**src/rtl/sa_pkg.sv**
```systemverilog
// Shared types and constants for the 2x2 output-stationary systolic multiplier.
package sa_pkg;

  localparam int DW_DEFAULT = 4;
  localparam int CW_DEFAULT = 8;

  typedef enum logic [1:0] {
    IDLE    = 2'd0,
    COMPUTE = 2'd1,
    DONE    = 2'd2
  } state_e;

  localparam logic [3:0] C00 = 4'd0;
  localparam logic [3:0] C01 = 4'd1;
  localparam logic [3:0] C10 = 4'd2;
  localparam logic [3:0] C11 = 4'd3;

  function automatic int sat_limit(input int cw);
    return (1 << cw) - 1;
  endfunction

  localparam int SAT_MAX = sat_limit(CW_DEFAULT);

endpackage

```
**src/rtl/sa_pe.sv**
```systemverilog
// Processing element: valid-gated MAC plus registered right/down operand forwarding.
module sa_pe
  import sa_pkg::*;
#(
  parameter int DW = DW_DEFAULT
) (
  input  logic            clk,
  input  logic            reset,
  input  logic            clr,
  input  logic            a_vld,
  input  logic [DW-1:0]   a,
  input  logic            b_vld,
  input  logic [DW-1:0]   b,
  output logic            a_fwd_vld,
  output logic [DW-1:0]   a_fwd,
  output logic            b_fwd_vld,
  output logic [DW-1:0]   b_fwd,
  output logic [2*DW:0]   acc_next
);

  logic [2*DW:0]   acc;
  logic [2*DW-1:0] prod;
  logic            mac;

  assign mac      = a_vld & b_vld;
  assign prod     = {{DW{1'b0}}, a} * {{DW{1'b0}}, b};
  // acc_next is exported so the bank can capture the final product on the same edge it lands.
  assign acc_next = mac ? acc + {1'b0, prod} : acc;

  // NOTE: sequential state uses non-blocking assignments so every register samples pre-edge values.
  always_ff @(posedge clk or negedge reset) begin
    if (!reset) begin
      acc       <= '0;
      a_fwd     <= '0;
      a_fwd_vld <= 1'b0;
      b_fwd     <= '0;
      b_fwd_vld <= 1'b0;
    end else if (clr) begin
      acc       <= '0;
      a_fwd     <= '0;
      a_fwd_vld <= 1'b0;
      b_fwd     <= '0;
      b_fwd_vld <= 1'b0;
    end else begin
      acc       <= acc_next;
      a_fwd     <= a;
      a_fwd_vld <= a_vld;
      b_fwd     <= b;
      b_fwd_vld <= b_vld;
    end
  end

endmodule

```
**src/rtl/sa2x2_matmul.sv**
```systemverilog
// 2x2 systolic matrix multiplier: FSM, skewed operand feed, saturating result bank, read mux.
module sa2x2_matmul
  import sa_pkg::*;
#(
  parameter int DW = DW_DEFAULT,
  parameter int CW = CW_DEFAULT
) (
  input  logic            clk,
  input  logic            reset,
  input  logic            start,
  input  logic [4*DW-1:0] a_in,
  input  logic [4*DW-1:0] b_in,
  input  logic [3:0]      c_select,
  output logic [CW-1:0]   c,
  output logic            busy,
  output logic            done_o
);

  localparam int ACCW = 2*DW + 1;
  localparam logic [ACCW-1:0] SAT_LIM = ACCW'(sat_limit(CW));

  function automatic logic [CW-1:0] saturate(input logic [ACCW-1:0] v);
    return (v > SAT_LIM) ? CW'(SAT_LIM) : CW'(v);
  endfunction

  state_e            state;
  logic [1:0]        cnt;
  logic [4*DW-1:0]   a_q, b_q;
  logic [CW-1:0]     bank [4];
  logic [ACCW-1:0]   acc_next [4];
  logic              launch, last;

  // DONE also accepts start so a held start yields one result every five cycles.
  assign launch = start && (state == IDLE || state == DONE);
  assign last   = (state == COMPUTE) && (cnt == 2'd3);
  assign busy   = (state == COMPUTE);
  assign done_o = (state == DONE);

  always_ff @(posedge clk or negedge reset) begin
    if (!reset) begin
      state <= IDLE;
      cnt   <= 2'd0;
      a_q   <= '0;
      b_q   <= '0;
    end else begin
      if (launch) begin
        state <= COMPUTE;
        cnt   <= 2'd0;
        a_q   <= a_in;
        b_q   <= b_in;
      end else if (state == COMPUTE) begin
        cnt <= cnt + 2'd1;
        if (last) state <= DONE;
      end else begin
        state <= IDLE;
      end
    end
  end

  // Skewed edge feed: row/col 0 active on cnt 0..1, row/col 1 on cnt 1..2.
  logic          vld_0, vld_1;
  logic [DW-1:0] row0_a, row1_a, col0_b, col1_b;

  assign vld_0  = busy && (cnt <= 2'd1);
  assign vld_1  = busy && (cnt == 2'd1 || cnt == 2'd2);
  assign row0_a = (cnt == 2'd0) ? a_q[DW-1:0]      : a_q[2*DW-1:DW];
  assign row1_a = (cnt == 2'd1) ? a_q[3*DW-1:2*DW] : a_q[4*DW-1:3*DW];
  assign col0_b = (cnt == 2'd0) ? b_q[DW-1:0]      : b_q[3*DW-1:2*DW];
  assign col1_b = (cnt == 2'd1) ? b_q[2*DW-1:DW]   : b_q[4*DW-1:3*DW];

  logic          pe00_av, pe00_bv, pe01_av, pe01_bv, pe10_av, pe10_bv, pe11_av, pe11_bv;
  logic [DW-1:0] pe00_a, pe00_b, pe01_a, pe01_b, pe10_a, pe10_b, pe11_a, pe11_b;
  logic          unused_fwd;

  sa_pe #(.DW(DW)) u_pe00 (
    .clk(clk), .reset(reset), .clr(launch),
    .a_vld(vld_0), .a(row0_a), .b_vld(vld_0), .b(col0_b),
    .a_fwd_vld(pe00_av), .a_fwd(pe00_a), .b_fwd_vld(pe00_bv), .b_fwd(pe00_b),
    .acc_next(acc_next[0])
  );

  sa_pe #(.DW(DW)) u_pe01 (
    .clk(clk), .reset(reset), .clr(launch),
    .a_vld(pe00_av), .a(pe00_a), .b_vld(vld_1), .b(col1_b),
    .a_fwd_vld(pe01_av), .a_fwd(pe01_a), .b_fwd_vld(pe01_bv), .b_fwd(pe01_b),
    .acc_next(acc_next[1])
  );

  sa_pe #(.DW(DW)) u_pe10 (
    .clk(clk), .reset(reset), .clr(launch),
    .a_vld(vld_1), .a(row1_a), .b_vld(pe00_bv), .b(pe00_b),
    .a_fwd_vld(pe10_av), .a_fwd(pe10_a), .b_fwd_vld(pe10_bv), .b_fwd(pe10_b),
    .acc_next(acc_next[2])
  );

  sa_pe #(.DW(DW)) u_pe11 (
    .clk(clk), .reset(reset), .clr(launch),
    .a_vld(pe10_av), .a(pe10_a), .b_vld(pe01_bv), .b(pe01_b),
    .a_fwd_vld(pe11_av), .a_fwd(pe11_a), .b_fwd_vld(pe11_bv), .b_fwd(pe11_b),
    .acc_next(acc_next[3])
  );

  // Forwards leaving the right and bottom edges of the array go nowhere.
  assign unused_fwd = ^{pe01_av, pe01_a, pe10_bv, pe10_b, pe11_av, pe11_a, pe11_bv, pe11_b};

  // NOTE: the bank is only four registers, so it takes the async reset like any other flop.
  always_ff @(posedge clk or negedge reset) begin
    if (!reset) begin
      for (int i = 0; i < 4; i++) bank[i] <= '0;
    end else if (last) begin
      for (int i = 0; i < 4; i++) bank[i] <= saturate(acc_next[i]);
    end
  end

  // NOTE: c gets a default before the case so unlisted selects cannot infer a latch.
  always_comb begin
    c = '0;
    case (c_select)
      C00:     c = bank[0];
      C01:     c = bank[1];
      C10:     c = bank[2];
      C11:     c = bank[3];
      default: c = '0;
    endcase
  end

endmodule
```
**config.mk**
```make
export PLATFORM = sky130hd
export DESIGN_NAME = sa2x2_matmul
export DESIGN_NICKNAME = d
export VERILOG_FILES = /design/src/rtl/sa_pkg.sv /design/src/rtl/sa_pe.sv /design/src/rtl/sa2x2_matmul.sv
export SDC_FILE = /design/constraint.sdc
export NUM_CORES = 1
export LEC_CHECK = 0
export ABC_AREA = 1
export BUFFER_PORTS_ARGS = -buffer_cell sky130_fd_sc_hd__buf_2
export CORE_MARGIN = 4
export CORE_UTILIZATION = 50
export CTS_BUF_LIST = sky130_fd_sc_hd__clkbuf_8
export DETAILED_ROUTE_END_ITERATION = 12
export PLACE_DENSITY_LB_ADDON = 0.05
export SYNTH_ARGS = -nofsm -noshare
export SYNTH_HDL_FRONTEND = slang
export SYNTH_SLANG_ARGS = --single-unit
```
**constraint.sdc**
```tcl
create_clock -name clk -period 7.5 [get_ports clk]
set_input_delay 0.75 -clock clk [delete_from_list [all_inputs] [get_ports clk]]
set_output_delay 0.75 -clock clk [all_outputs]
set_load 0.02 [all_outputs]
```
# == Yosys cells after proc, flatten, opt, wreduce, memory -nomap -nowiden ==
# Cells that the tools add are included.
# word_totals
reg_bits,122
out_inout_bits,10
wordCells,80
inputBits,39
# classes
n_eq_ne,9
multipliers,4
magnitude_cmp,5
reduce_logical,10
mux,28
bitwise_logic,1
add_sub_neg,5
# ops
op,n
two-way mux 9 bit,8
adder 9 x 8 -> 9 bit,4
> comparator 9 x 8 -> 1 bit (second input constant),4
multiplier 4 x 4 -> 8 bit,4
two-way mux 4 bit,8
two-way mux 8 bit,4
case mux 8 bit (4 select lines),1
two-way mux 2 bit,5
equality test 4 x 2 -> 1 bit (second input constant),2
equality test 2 bit (second input constant),3
equality test 2 x 1 -> 1 bit (second input constant),2
equality test 4 x 1 -> 1 bit (second input constant),1
logical AND 1 bit,4
logical NOT 2 bit,2
logical NOT 4 bit,1
!= test 3 x 1 -> 1 bit (second input constant),1
adder 2 x 1 -> 2 bit (second input constant),1
less-or-equal comparator 2 x 1 -> 1 bit (second input constant),1
logical OR 1 bit,2
two-way mux 1 bit,2
nonzero test 2 bit,1
bitwise AND 1 bit,1

# == Longest topological paths before layout ==
# Gate-level depths: netlist of run 1.
# logic_depth
word_depth,7
ltp_mapped,24
depth_no_buf,24

# == Hierarchy ==
# A second synthesis of run 1 with hierarchy kept.
# hier_totals
cells_unflattened,1273
hier_area_um2,9769.4
# by_module_without_submodules
module,cells_per_inst,area_per_inst_um2,seq_area_each_um2,n_inst
sa2x2_matmul,424,3290.7,1701.6,1
sa_pe at u_pe11,212,1642.8,475.5,1
sa_pe at u_pe10,210,1632.8,475.5,1
sa_pe at u_pe00,214,1601.5,475.5,1
sa_pe at u_pe01,213,1601.5,475.5,1

# == Worst setup path after synthesis of run 1 ==
# No wires, ideal clock.
# synth_path
path_type,reg-to-reg
start,register cnt[1]
end,register bank[19] in the netlist's numbering
n_path_buf,1
setup_time_ps,120
stages_incl_launch_ff,19
t_required_ps,7380
slack_ps,3443
t_arrival_ps,3938
synth_period_minus_slack_ps,4057
path_cell_list,dfrtp_1 -> inv_1 -> ha_1 -> clkbuf_1 -> nand2_1 -> o21ai_0 -> nand2_1 -> fa_1 -> fa_1 -> fa_1 -> inv_1 -> ha_1 -> or2_2 -> nand3_1 -> nand3_1 -> nand3_1 -> nand2_2 -> o21ai_0 -> inv_1
# synth_via
elab_chain_cells,7
elab_cells_between_ends,13
cone_classes,add/sub (1); mul (1); order compare (1); eq/ne (3); mux (3); bitwise (1); reduce/logical (3)
# synth_rtl
element,line,text
start: declaration,sa2x2_matmul.sv:27,logic [1:0] cnt;
start signal: assignment,sa2x2_matmul.sv:52,cnt <= cnt + 2'd1;
equality test 2 x 1 -> 1 bit / equality test 2 bit (equally long branches),"sa2x2_matmul.sv:65, sa2x2_matmul.sv:69",
two-way mux 4 bit / logical OR 1 bit (equally long branches),"sa2x2_matmul.sv:69, sa2x2_matmul.sv:65",
multiplier 4 x 4 -> 8 bit / logical AND 1 bit (equally long branches),"sa_pe.sv:26, sa2x2_matmul.sv:65",
adder 9 x 8 -> 9 bit / bitwise AND 1 bit (equally long branches),-,
two-way mux 9 bit,sa_pe.sv:28,"assign acc_next = mac ? acc + {1'b0, prod} : acc;"
> comparator 9 x 8 -> 1 bit,sa2x2_matmul.sv:23,return (v > SAT_LIM) ? CW'(SAT_LIM) : CW'(v);
two-way mux 8 bit,sa2x2_matmul.sv:23,
end: declaration,sa2x2_matmul.sv:29,logic [CW-1:0] bank [4];
# Several ways; a longest one is shown, not always the timed one.
# A chain may end at the register's enable or synchronous reset.

# == Worst setup path in the final report of run 1 ==
# layout_path
start,register cnt[0]
end,register bank[28] in the netlist's numbering
# layout_via
elab_chain_cells,7
elab_cells_between_ends,12
cone_classes,add/sub (1); mul (1); order compare (2); eq/ne (1); mux (4); reduce/logical (3)
# layout_rtl
element,line,text
logical NOT 2 bit,"sa2x2_matmul.sv:66, sa2x2_matmul.sv:68",
"two-way mux 4 bit, on equally long branches","sa2x2_matmul.sv:66, sa2x2_matmul.sv:68",
multiplier 4 x 4 -> 8 bit,sa_pe.sv:26,"assign prod = {{DW{1'b0}}, a} * {{DW{1'b0}}, b};"
adder 9 x 8 -> 9 bit,sa_pe.sv:28,
two-way mux 9 bit,sa_pe.sv:28,
> comparator 9 x 8 -> 1 bit,sa2x2_matmul.sv:23,
two-way mux 8 bit,sa2x2_matmul.sv:23,
# Several ways; a longest one is shown, not always the timed one.

==> flow_summary.ini, run 1 <==
[power_and_ir_drop]
intPower_uw = 2290
clock_power_share = 0.142
swShare = 0.481
p_comb_frac = 0.605
p_sw_uw = 2130
powerDensity_nw_per_um2 = 469
irDropWorstVdd_uv = 415
seqPwrFrac = 0.253
power.leakage_uw = 0.00538

[critical_path]
cp.required_ps = 7840
start_kind = flop
worstPathArrival_ps = 4850
crit_fanout = 16
max_stage_delay_ps = 530
crit_start = cnt[0]$_DFFE_PN0P_
cp-end-kind = flop
r2r_start = cnt[0]$_DFFE_PN0P_
ff2ff_setup_slack_ps = 2990
path_cells = inv_1 -> ha_1 -> o21ai_0 -> or2_2 -> fa_1 -> fa_1 -> fa_1 -> inv_1 -> ha_1 -> inv_1 -> nand2_1 -> nand3_1 -> nand2_1 -> nand2_1 -> nand3_1 -> nand2_2 -> nand2_1 -> nand2_1 -> nand2_1
path_buf_inv = 3
critPathMostFrequentCell = nand2_1
path_delay_family = adder cells
crit_slowest_cell = fa_1
rr_endpoint = bank[28]$_DFFE_PN0P_
reg2reg_depth = 19
criticalPathCategory = flop to flop

[detailed_routing]
drc = 0
drt_iter0_drc = 277
route.vias.total = 6827
antenna_left = 0
dr.pass1.iters = 4
wl_um = 18700
wl_per_cell_um = 13.1
via_per_inst = 4.78

[timing]
setup_tns_ps = 0
hold_viol = 0
period_minus_slack_ps = 4510
slew-limit-headroom = 0.404
tightestPinTransition_ps = 894
rsz0062_at_grt = false
setup_ws_ps = 2990
finalCritPeriodShare = 0.602
maxSlewViolCount = 0
finClkSkew_ps = 7.32
setup_violations = 0
fmax_mhz = 222

[clock_tree]
hold_buffers = 0
cts_resized = 0
numCtsBuffers = 17
cts.sinks = 122
cts_root_buf = clkbuf_8
post_cts_buffers = 0
clk_pin_slew_ps = 70
insertion_delay_ps = 450
h-tree-depth = 4
cts_tree = done
cts_max_path_buffers = 2

[die]
num_rows = 47
coreArea_um2 = 16700
dieArea_um2 = 19300
initial_core_util = 0.514
dieHeight_um = 139
die_w_um = 139
io_pins = 49

[synth]
synth_edf_count = 0
synth-seq-cells = 122
synth-seq-area-share = 0.356
yosysWarnings = 0
syn_area_per_cell_um2 = 7.46
postSynthCellCount = 1150
async_flop_share = 1.00
synthDistinctLibCells = 34
synth_area_um2 = 8580
ys.flop_type = dfrtp_1
synth_fp_nets = 1296

[layout]
diodes = 0
fillers = 1648
layout.nets = 1342
finalInstanceArea_um2 = 9430
final_cell_mix = 327 x nand2_1, 259 x inv_1, 122 x dfrtp_1
multi_input_area_um2 = 4430
regArea_um2 = 3050
mostFrequentLayoutCell = nand2_1
syn_to_final_growth_pct = 9.87
layout-drive-gt1-share = 0.101

[placement]
io_buffer_count = 48
dp_slack_ps = 2990
gp_congestion = 0.801
dp_hpwl_um = 14400
postPlaceCellArea_um2 = 9000

[global_routing]
gr-total-overflow = 0
grt_max_degree = 88
grt_first_pass_wirelength_um = 32500
antenna_found_initial = 0
gr-usage-all-layers = 0.206
grt_pass1_vias = 6778

[hold_path]
hold_class = input pin to asynchronous set/reset pin

[status]
outcome = completed

[flow_run]
drv_cap = 0
-- routing by layer --
layer  track usage  up-vias  share of wire
li1              -     3532              -
met1         0.276     3180           0.46
met2         0.342       94           0.49
met3        0.0369       21          0.033
met4        0.0639        0          0.019
met5             0        -              0
-- how the worst max path moves through the flow --
stage / slack (ps) / end / cells after the start
after detailed placement: 2990 / bank[29]$_DFFE_PN0P_ / 17
after global routing: 2560 / bank[31]$_DFFE_PN0P_ / 19
after global placement: 3040 / bank[28]$_DFFE_PN0P_ / 19
after floorplan: 3440 / bank[19]$_DFFE_PN0P_ / 18
after CTS: 2970 / bank[29]$_DFFE_PN0P_ / 17
final: 2990 / bank[28]$_DFFE_PN0P_ / 19
-- Yosys cell counts, drive strengths merged (5+ instances only) --
| cell type | n | area, um^2 |
|---|---|---|
| o21ai | 64 | 328 |
| dfrtp | 122 | 3050 |
| clkbuf | 13 | 48.8 |
| nand2 | 333 | 1280 |
| nand3 | 46 | 235 |
| a21oi | 14 | 70.1 |
| xor2 | 5 | 43.8 |
| nand3b | 9 | 67.6 |
| nor2 | 114 | 438 |
| fa | 36 | 721 |
| o2111ai | 6 | 52.6 |
| buf | 11 | 65.1 |
| inv | 262 | 983 |
| ha | 71 | 888 |
| or2 | 27 | 169 |
-- power by group through the flow --
stage	Combinational, uW	Sequential [uW]	Clock, uW
2_1_floorplan	2150	1070	0
3_3_place_gp	2660	1130	0
3_5_place_dp	2710	1130	0
4_1_cts	2720	1120	637
5_1_grt	3160	1160	671
6_report	2680	1120	626
-- area by class of cell --
class,count,share of cell area
timing repair buffer,51,0.0281
inverter,262,0.104
tap,220,0.0292
clock buffer,20,0.0292
sequential,122,0.324
multi-input combinational,742,0.470
clock inverter,11,0.0154
-- flip-flops by register name (all words and copies together) (netlist names), 9 cells and up --
| signal | cells |
|---|---|
| b_q | 16 |
| u_pe01.acc | 9 |
| a_q | 16 |
| u_pe00.acc | 9 |
| u_pe10.acc | 9 |
| u_pe11.acc | 9 |
| bank | 32 |
-- cell families (layout without fill, tap and decap cells) --
| group | count (synthesis) | count (layout) | share of synthesized area |
|---|---|---|---|
| AOI/OAI and AO/OA | 92 | 92 | 0.0594 |
| xor gates and xnor gates | 9 | 9 | 0.00919 |
| adders and majority gates | 107 | 107 | 0.188 |
| buffers and inverters | 286 | 344 | 0.128 |
| DFF | 122 | 122 | 0.356 |
| and+or+nand+nor | 534 | 534 | 0.260 |
-- stage by stage --
step / std cells / power, uW / hold slack, ps / util
5_1_grt: 1428 / 4980 / 395 / 0.564
3_3_place_gp: 1397 / 3790 / 463 / 0.539
3_5_place_dp: 1397 / 3840 / 466 / 0.539
2_1_floorplan: 1150 / 3210 / 444 / -
6_report: 1428 / 4420 / 339 / 0.564
4_1_cts: 1428 / 4480 / 363 / 0.564
Note: power is estimated with default switching activity, not from simulation.
==> inputs of run 2 (changes only) <==
--- a/config.mk
+++ b/config.mk
@@ -5,7 +5,7 @@
 export SDC_FILE = /design/constraint.sdc
 export NUM_CORES = 1
 export LEC_CHECK = 0
-export ABC_AREA = 1
+export ABC_AREA = 0
 export BUFFER_PORTS_ARGS = -buffer_cell sky130_fd_sc_hd__buf_2
 export CORE_MARGIN = 4
 export CORE_UTILIZATION = 50
==> constraint.sdc (replaced) <==
create_clock -name clk -period 4.08 [get_ports clk]
set_input_delay 0.408 -clock clk [delete_from_list [all_inputs] [get_ports clk]]
set_output_delay 0.408 -clock clk [all_outputs]
set_load 0.02 [all_outputs]
==> run 2 against run 1 <==
Effect of this change:
- the flow now finishes with violations (negative setup slack)
- hold slack worse by 200 ps
- sequential share of layout area is 2.8 points lower
- critical endpoint is now bank[31]$_DFFE_PN0P_
- core utilization is 6.0 points higher
- final area is 9.4% higher
- combinational power is 110% higher
- critical path depth is 4 lower
- register-to-register slack worse by 3200 ps
==> flow_summary.ini, run 2 <==
[timing]
period_minus_slack_ps = 4250
whs_ps = 142
tightestPinTransition_ps = 1130
fmax_mhz = 235
rsz0062_at_grt = true
slew-limit-headroom = 0.244
maxSlewViolCount = 0
finClkSkew_ps = 9.57
setup_ws_ps = -175
hold_viol = 0
setup_violations = 28
finalCritPeriodShare = 1.04

[placement]
dp_slack_ps = -312
io_buffer_count = 48
postPlaceCellArea_um2 = 9510
dp_hpwl_um = 16000
gp_congestion = 0.877

[layout]
syn_to_final_growth_pct = 22.4
fillers = 1425
diodes = 0
layout.nets = 1167
largest_reg_flops = 32
regMostFlops = bank
final_cell_mix = 131 x nand2_1, 120 x dfrtp_1, 112 x inv_1
layout-drive-gt1-share = 0.239
finalInstanceArea_um2 = 10300
top_regs = bank (32), a_q (16), b_q (16)
mostFrequentLayoutCell = nand2_1

[detailed_routing]
dr.pass1.iters = 5
wl_per_cell_um = 17.0
drc = 0
via_per_inst = 5.41
route.vias.total = 6786
drt_iter0_drc = 312
wl_um = 21300
antenna_left = 0

[synth]
postSynthCellCount = 918
ys.flop_type = dfrtp_1
ys_top_cells_by_count = 131 x nand2_1, 122 x dfrtp_1, 117 x inv_1
synth-seq-cells = 122
synth.most_common_cell = nand2_1
synth_fp_nets = 1064
yosysWarnings = 0
synth_edf_count = 0
synth-seq-area-share = 0.362
synth_area_um2 = 8430
synthDistinctLibCells = 53
synth_top_area_share = 0.362
yosys.area.top_type = dfrtp_1
synth_area_leaders = dfrtp_1 36%, ha_1 11%, fa_1 8.6%
async_flop_share = 1.00
syn_area_per_cell_um2 = 9.18

[die]
io_pins = 49
dieArea_um2 = 19000
initial_core_util = 0.510
dieHeight_um = 138
coreArea_um2 = 16500
num_rows = 47
die_w_um = 138

[clock_tree]
cts_root_buf = clkbuf_8
cts.sinks = 122
cts_max_path_buffers = 2
clk_pin_slew_ps = 80
insertion_delay_ps = 450
numCtsBuffers = 17
cts_tree = done
h-tree-depth = 4

[critical_path]
criticalPathCategory = flop to flop
cp.required_ps = 4470
path_cells = inv_2 -> ha_4 -> buf_6 -> a32oi_2 -> fa_1 -> fa_1 -> fa_1 -> inv_2 -> ha_4 -> o211ai_2 -> o21a_1 -> a2111oi_2 -> a311o_1 -> or4_4 -> a21oi_2
ff2ff_setup_slack_ps = -170
max_stage_delay_ps = 560
critPathMostFrequentCell = fa_1
crit_fanout = 7
crit_start = cnt[0]$_DFFE_PN0P_
r2r_start = cnt[0]$_DFFE_PN0P_
crit_slowest_cell = fa_1
start_kind = flop
cp-end-kind = flop
worstPathArrival_ps = 4640

[global_routing]
grt_max_degree = 51
grt_first_pass_wirelength_um = 34800
gr-usage-all-layers = 0.235
antenna_found_initial = 0
grt_pass1_vias = 6750
gr-total-overflow = 0

[flow_run]
drv_cap = 0

[status]
violations = negative setup slack
outcome = finished with violations

[power_and_ir_drop]
powerDensity_nw_per_um2 = 865
irDropWorstVdd_uv = 578
power.total_uw = 8920
power.leakage_uw = 0.00500

[hold_path]
hold_class = input pin to flop
worstHoldStart = a_in[14]
[run 2: cell types whose count changed after synthesis, sizes merged, moves of 17 or more]
cell	delta
a21oi	+38
a31oi	+17
clkbuf	+18
inv	-143
mux2i	+19
nand2	-202
nand3	-38
nor2	-41
nor2b	+42
o21ai	-41
or2	-25
[run 2: power by group]
| part | internal [uW] | total, uW | switching [uW] |
|---|---|---|---|
| Combinational | 2690 | 5600 | 2910 |
| Sequential | 1730 | 2270 | 540 |
| Clock | 493 | 1050 | 552 |
| Total | 4910 | 8920 | 4000 |
[run 2: through the flow]
| stage | std cells | util | TNS (ps) |
|---|---|---|---|
| floorplan | 918 | - | -1530 |
| global placement | 1211 | 0.575 | -3560 |
| detailed placement | 1211 | 0.575 | -6200 |
| CTS | 1249 | 0.610 | -3200 |
| global route | 1254 | 0.624 | -8220 |
| finish | 1254 | 0.624 | -2890 |
[run 2: repair_timing]
item                                    4_1_cts  5_1_grt
hold endpoints to repair                     29        0
pin swaps                                    15       28
endpoints found under the setup margin       33       42
gates cloned                                  0        0
hold buffers                                  1        0
resized for setup                            24       36
buffers inserted                              5        6
[run 2: cells by family after synthesis]
group,count (synthesis),synth area share
adders and majority gates,107,0.191
buffers and inverters,156,0.0704
muxes,27,0.0439
and+or+nand+nor,319,0.175
AOI/OAI and AO/OA,167,0.133
DFF,122,0.362
xor gates and xnor gates,20,0.0242
[run 2: worst paths after layout]
check | endpoint | cells past startpoint
worst max-delay path | bank[31]$_DFFE_PN0P_ | 15
worst min-delay path | a_q[14]$_DFFE_PN0P_ | 3
worst max register to register | bank[31]$_DFFE_PN0P_ | 15
worst min register to register | b_q[12]$_DFFE_PN0P_ | 2
max in group asynchronous | u_pe10.a_fwd[0]$_DFF_PN0_ | 3
min in group asynchronous | u_pe00.acc[7]$_DFF_PN0_ | 2
[run 2: final cells by class]
class	count	area [um^2]	area share
clock buffer	17	234	0.0227
clock inverter	15	141	0.0137
inverter	120	450	0.0437
multi-input combinational	640	5330	0.517
sequential	122	3060	0.296
tap	220	275	0.0267
timing repair buffer	120	821	0.0796
[run 2: critical path: cells and delay by family, from the launching register on]
family / cells / cell delay, ps
adders and majority gates: 5 / 1920
DFF: 1 / 440
and+or+nand+nor: 1 / 530
AOI/OAI and AO/OA: 6 / 1030
buffers and inverters: 3 / 270
[run 2: per-layer routing]
metal | vias up | GRT usage | part of all wire
met5 | - | 0 | 0
li1 | 3285 | - | -
met3 | 25 | 0.0464 | 0.038
met4 | 0 | 0.0604 | 0.018
met1 | 3336 | 0.327 | 0.46
met2 | 140 | 0.380 | 0.49
